**src/rtl/max7219_frame_serializer.sv**
```systemverilog
// Serializes one display frame to a MAX7219 daisy chain: eight streams of per-device command
// words, each shifted MSB first with LOAD low, then latched with a LOAD-high gap.
module max7219_frame_serializer #(
  parameter int unsigned DISP_ROWS    = 1,
  parameter int unsigned DISP_COLUMNS = 1,
  parameter int unsigned CLK_DIV      = 4
) (
  input  logic                                              i_Clk,
  input  logic                                              i_Rst,
  input  logic [0:7][DISP_ROWS-1:0][DISP_COLUMNS-1:0][15:0] i_MAX7219_DataStream,
  input  logic                                              i_Start,
  output logic                                              o_Busy,
  output logic                                              o_Done,
  output logic                                              o_MAX7219_DIN,
  output logic                                              o_MAX7219_CLK,
  output logic                                              o_MAX7219_LOAD
);

  localparam int unsigned N    = DISP_ROWS * DISP_COLUMNS;
  localparam int unsigned B    = 16 * N;
  localparam int unsigned P    = 2 * CLK_DIV;
  localparam int unsigned PhW  = (P > 1) ? $clog2(P) : 1;
  localparam int unsigned BitW = $clog2(B);

  localparam logic [PhW-1:0]  PhaseLast = PhW'(P - 1);
  localparam logic [PhW-1:0]  PhaseHigh = PhW'(CLK_DIV);
  localparam logic [BitW-1:0] BitLast   = BitW'(B - 1);

  localparam logic [1:0] StIdle  = 2'd0;
  localparam logic [1:0] StShift = 2'd1;
  localparam logic [1:0] StLatch = 2'd2;
  localparam logic [1:0] StDone  = 2'd3;

  logic [1:0]      state_q, state_d;
  logic [PhW-1:0]  phase_q, phase_d;
  logic [BitW-1:0] bit_q, bit_d;
  logic [2:0]      strm_q, strm_d;

  logic [0:7][DISP_ROWS-1:0][DISP_COLUMNS-1:0][15:0] snap_q, snap_d;

  logic busy_q, busy_d;
  logic done_q, done_d;
  logic din_q, din_d;
  logic sclk_q, sclk_d;
  logic load_q, load_d;

  logic [B-1:0]    stream_bits;
  logic [BitW-1:0] bit_sel;

  always_comb begin
    state_d = state_q;
    phase_d = phase_q;
    bit_d   = bit_q;
    strm_d  = strm_q;
    snap_d  = snap_q;
    case (state_q)
      StIdle: begin
        if (i_Start) begin
          state_d = StShift;
          snap_d  = i_MAX7219_DataStream;
          phase_d = '0;
          bit_d   = '0;
          strm_d  = '0;
        end
      end
      StShift: begin
        if (phase_q == PhaseLast) begin
          phase_d = '0;
          if (bit_q == BitLast) begin
            bit_d   = '0;
            state_d = StLatch;
          end else begin
            bit_d = bit_q + BitW'(1);
          end
        end else begin
          phase_d = phase_q + PhW'(1);
        end
      end
      StLatch: begin
        if (phase_q == PhaseLast) begin
          phase_d = '0;
          if (strm_q == 3'd7) begin
            state_d = StDone;
          end else begin
            strm_d  = strm_q + 3'd1;
            state_d = StShift;
          end
        end else begin
          phase_d = phase_q + PhW'(1);
        end
      end
      StDone: begin
        state_d = StIdle;
        strm_d  = '0;
      end
      default: state_d = StIdle;
    endcase
  end

  // Outputs are decoded from next-state values so every pin comes straight from a flop.
  always_comb begin
    stream_bits = snap_d[strm_d];
    // Highest device index occupies the top bits, so counting down from B-1 sends it first.
    bit_sel     = BitLast - bit_d;
    busy_d      = (state_d != StIdle);
    done_d      = (state_d == StDone);
    load_d      = (state_d != StShift);
    sclk_d      = (state_d == StShift) && (phase_d >= PhaseHigh);
    din_d       = (state_d == StShift) ? stream_bits[bit_sel] : 1'b0;
  end

  always_ff @(posedge i_Clk) begin
    if (i_Rst) begin
      state_q <= StIdle;
      phase_q <= '0;
      bit_q   <= '0;
      strm_q  <= '0;
      snap_q  <= '0;
      busy_q  <= 1'b0;
      done_q  <= 1'b0;
      din_q   <= 1'b0;
      sclk_q  <= 1'b0;
      load_q  <= 1'b1;
    end else begin
      state_q <= state_d;
      phase_q <= phase_d;
      bit_q   <= bit_d;
      strm_q  <= strm_d;
      snap_q  <= snap_d;
      busy_q  <= busy_d;
      done_q  <= done_d;
      din_q   <= din_d;
      sclk_q  <= sclk_d;
      load_q  <= load_d;
    end
  end

  assign o_Busy         = busy_q;
  assign o_Done         = done_q;
  assign o_MAX7219_DIN  = din_q;
  assign o_MAX7219_CLK  = sclk_q;
  assign o_MAX7219_LOAD = load_q;

endmodule

```
**config.mk**
```make
export PLATFORM = sky130hd
export DESIGN_NAME = max7219_frame_serializer
export DESIGN_NICKNAME = d
export VERILOG_FILES = /design/src/rtl/max7219_frame_serializer.sv
export SDC_FILE = /design/constraint.sdc
export NUM_CORES = 1
export LEC_CHECK = 0
export CORE_MARGIN = 2
export CORE_UTILIZATION = 45
export DETAILED_ROUTE_END_ITERATION = 8
export DONT_BUFFER_PORTS = 1
export PLACE_DENSITY = 0.71
export SETUP_SLACK_MARGIN = 0.2
export SYNTH_ARGS = -nofsm -noshare
export SYNTH_HDL_FRONTEND = slang
export SYNTH_SLANG_ARGS = --single-unit
```
**constraint.sdc**
```tcl
create_clock -name i_Clk -period 5.8 [get_ports i_Clk]
set_input_delay 0.58 -clock i_Clk [delete_from_list [all_inputs] [get_ports i_Clk]]
set_output_delay 0.58 -clock i_Clk [all_outputs]
set_load 0.01 [all_outputs]
```
==> results.sh <==
export IMPL_worst_path_buf_inv=0
export IMPL_overflow=0
export IMPL_hp_class="primary input to register"
export IMPL_pwr_share_seq=0.433
export IMPL_yosys_area_top_type_share=0.386
export IMPL_htreeDepth=4
export IMPL_p_leak_nw=2.88
export IMPL_mappedNetlistArea_um2=7520
export IMPL_cp_end_kind="register"
export IMPL_setup_worst_path_class="register to register"
export IMPL_rows=47
export IMPL_crit_top_cell="ha_1"
export IMPL_drive_above_1_share=0.0871
export IMPL_cts_buffers=17
export IMPL_synth_most_common_cell="nand2_1"
export IMPL_grt_start_max_net_pins=142
export IMPL_drt_first_pass_iters=5
export IMPL_startpoint_type="register"
export IMPL_synth_seq_cells=145
export IMPL_yosys_cell_types_count=52
export IMPL_period_needed_ps=4020
export IMPL_period_share=0.694
export IMPL_slew_headroom=0.283
export IMPL_hold_viol_final=0
export IMPL_critical_path_cell_chain="ha_1 -> ha_1 -> nand3b_1 -> o21ai_1 -> and2_4 -> mux4_2 -> a221o_1 -> o22ai_1 -> a2111o_1 -> o311ai_1 -> a32o_1"
export IMPL_path_clk_slew_ps=60
export IMPL_die_h_um=133
export IMPL_drt_initial_drc_count=674
export IMPL_power_frac_comb=0.101
export IMPL_core_area_um2=16500
export IMPL_die_width_um=133
export IMPL_io_buffers=0
export IMPL_place_ws_ps=1840
export IMPL_antenna_found_initial=1
export IMPL_cts_root_buffer_cell="clkbuf_16"
export IMPL_gp_congestion=0.918
export IMPL_p_sw_frac=0.239
export IMPL_cp_required_ps=6120
export IMPL_synthCells=965
export IMPL_synth_seq_area_share=0.386
export IMPL_skew_ps=6.35
export IMPL_synth_edf_count=0
export IMPL_synth_warnings=0
export IMPL_synth_async_reset_ratio=0
export IMPL_outcome="finished clean"
export IMPL_fin_ws_ps=1780
export IMPL_ant_nets=0
export IMPL_cts_resized=0
export IMPL_fillCellCount=1605
export IMPL_worstPathArrival_ps=4340
export IMPL_rsz0062_at_grt="false"
export IMPL_synth_common_cells="338 x nand2_1, 156 x a21oi_1, 145 x dfxtp_1"
export IMPL_cts_tree="built"
export IMPL_setup_tns_ps=0
export IMPL_die_area_um2=17800
export IMPL_wl_per_cell_um=19.1
export IMPL_syn_to_final_growth_pct=9.07
export IMPL_synthFlopType="dfxtp_1"
export IMPL_clockPowerShare=0.467
export IMPL_p_int_mw=1.91
export IMPL_wirelength_mm=22.0
export IMPL_cp_slowest_cell="and2_4"
export IMPL_drc=0
export IMPL_finalNetCount=1057
export IMPL_final_setup_viol_count=0
export IMPL_grt_usage=0.247
export IMPL_via_per_inst=5.91
export IMPL_post_dp_hpwl_mm=15.0
export IMPL_pin_count=136
export IMPL_grt_pass1_vias=6261
export IMPL_tightest_slew_ps=1080
export IMPL_ys_top_cells_by_area="dfxtp_1 39%, nand2_1 17%, a21oi_1 10%"
export IMPL_start_util=0.457
export IMPL_syn_num_nets=1104
export IMPL_vias=6791
export IMPL_grt_pass1_wl_mm=34.3
export IMPL_power_switching_mw=0.602
export IMPL_cts_hold_fix_buffers=0
export IMPL_clk_latency_ps=420
export IMPL_vdd_ir_drop_max_v=0.000216
export IMPL_post_cts_buffers=0
export IMPL_fmax_mhz=249
export IMPL_clock_path_buffers=2
export IMPL_drv_cap=0
export IMPL_cts_sinks=145
export IMPL_avgSynthCellArea_um2=7.79
export IMPL_yosysTopAreaCell="dfxtp_1"
export IMPL_diodes=0
export IMPL_path_delay_family="compound AO/OA/AOI/OAI gates"
export IMPL_slew_viol_final=0
export IMPL_critPathMaxStageDelay_ps=840
export IMPL_crit_path_max_fanout=71
export IMPL_p_per_area_nw_per_um2=307
==> placed cells by master, fill, tap and decap left out, drive strengths merged, types with 2 or more instances in the layout <==
cell type / n
dfxtp: 145
bufinv: 4
and2: 3
buf: 7
a22o: 3
nor2: 23
nand2: 338
and3: 11
o211ai: 2
ha: 8
o21a: 2
nand3: 18
a211oi: 3
clkinv: 4
a211o: 2
or4: 2
nand4: 9
a21oi: 156
nor3: 6
mux4: 27
nor4: 4
o22ai: 6
o221ai: 2
mux2i: 31
and4b: 2
mux2: 14
a22oi: 7
a31oi: 6
nor2b: 3
o31ai: 2
o211a: 5
clkbuf: 22
inv: 7
a311oi: 2
o21ai: 28
o2111ai: 2
a2111o: 2
==> final cells by class <==
cell class | count | area [um^2] | area share
multi-input cells | 740 | 4290 | 0.523
flip-flops and latches | 145 | 2900 | 0.354
clock buffers | 22 | 474 | 0.0578
well taps | 220 | 275 | 0.0336
clock inverters | 9 | 155 | 0.0189
repair buffers | 7 | 77.6 | 0.00946
inverters | 7 | 26.3 | 0.00320
==> path summary, 6_finish.rpt <==
kind	from	to	slack, ps	cells past startpoint
max reg2reg	register	o_MAX7219_DIN	1780	11
min reg2reg	snap_q[5]	snap_q[5]	450	2
max	register	o_MAX7219_DIN	1780	11
min	i_Rst	phase_q[2]	240	1
==> power groups by stage <==
stage / registers [mW] / clock network [mW] / logic (mW)
global placement: 1.11 / 0 / 0.247
CTS: 1.09 / 1.19 / 0.253
global route: 1.09 / 1.24 / 0.282
floorplan: 1.10 / 0 / 0.214
finish: 1.09 / 1.17 / 0.253
detailed placement: 1.11 / 0 / 0.253
==> flip-flops by register name, indices dropped and copies added (netlist names), named ones only <==
| register | count |
|---|---|
| o_MAX7219_LOAD | 1 |
| o_Done | 1 |
| bit_q | 4 |
| o_Busy | 1 |
| phase_q | 2 |
| state_q | 2 |
| snap_q | 128 |
| o_MAX7219_DIN | 1 |
| strm_q | 3 |
| o_MAX7219_CLK | 1 |
==> per-stage QoR <==
step           instance area, um^2  utilization  instances  power, mW  hold slack, ps
6_report                      8200        0.498       1150       2.52             239
5_1_grt                       8200        0.498       1150       2.61             220
4_1_cts                       8200        0.498       1150       2.53             246
3_5_place_dp                  7570        0.460       1119       1.36             442
3_3_place_gp                  7570        0.460       1119       1.35             433
2_1_floorplan                 7520            -        965       1.31             433
==> per-layer routing <==
metal | vias to the layer above | wire [um] | track usage
li1 | 3264 | - | -
met1 | 3202 | 8870 | 0.315
met2 | 289 | 10100 | 0.379
met3 | 34 | 2560 | 0.109
met4 | 2 | 397 | 0.0739
met5 | - | 10 | 0
==> kinds of logic (layout without fill, tap and decap cells) <==
group / after synthesis / count (layout) / share of synthesized area
AO/OA/AOI/OAI: 236 / 236 / 0.179
XOR/XNOR: 1 / 1 / 0.00116
buffers and inverters: 80 / 45 / 0.0461
flip-flops: 145 / 145 / 0.386
adder cells (fa/ha/maj): 8 / 8 / 0.0133
multiplexers: 72 / 72 / 0.143
AND/OR/NAND/NOR: 423 / 423 / 0.231
No activity file was read; power rests on OpenSTA's default activity.
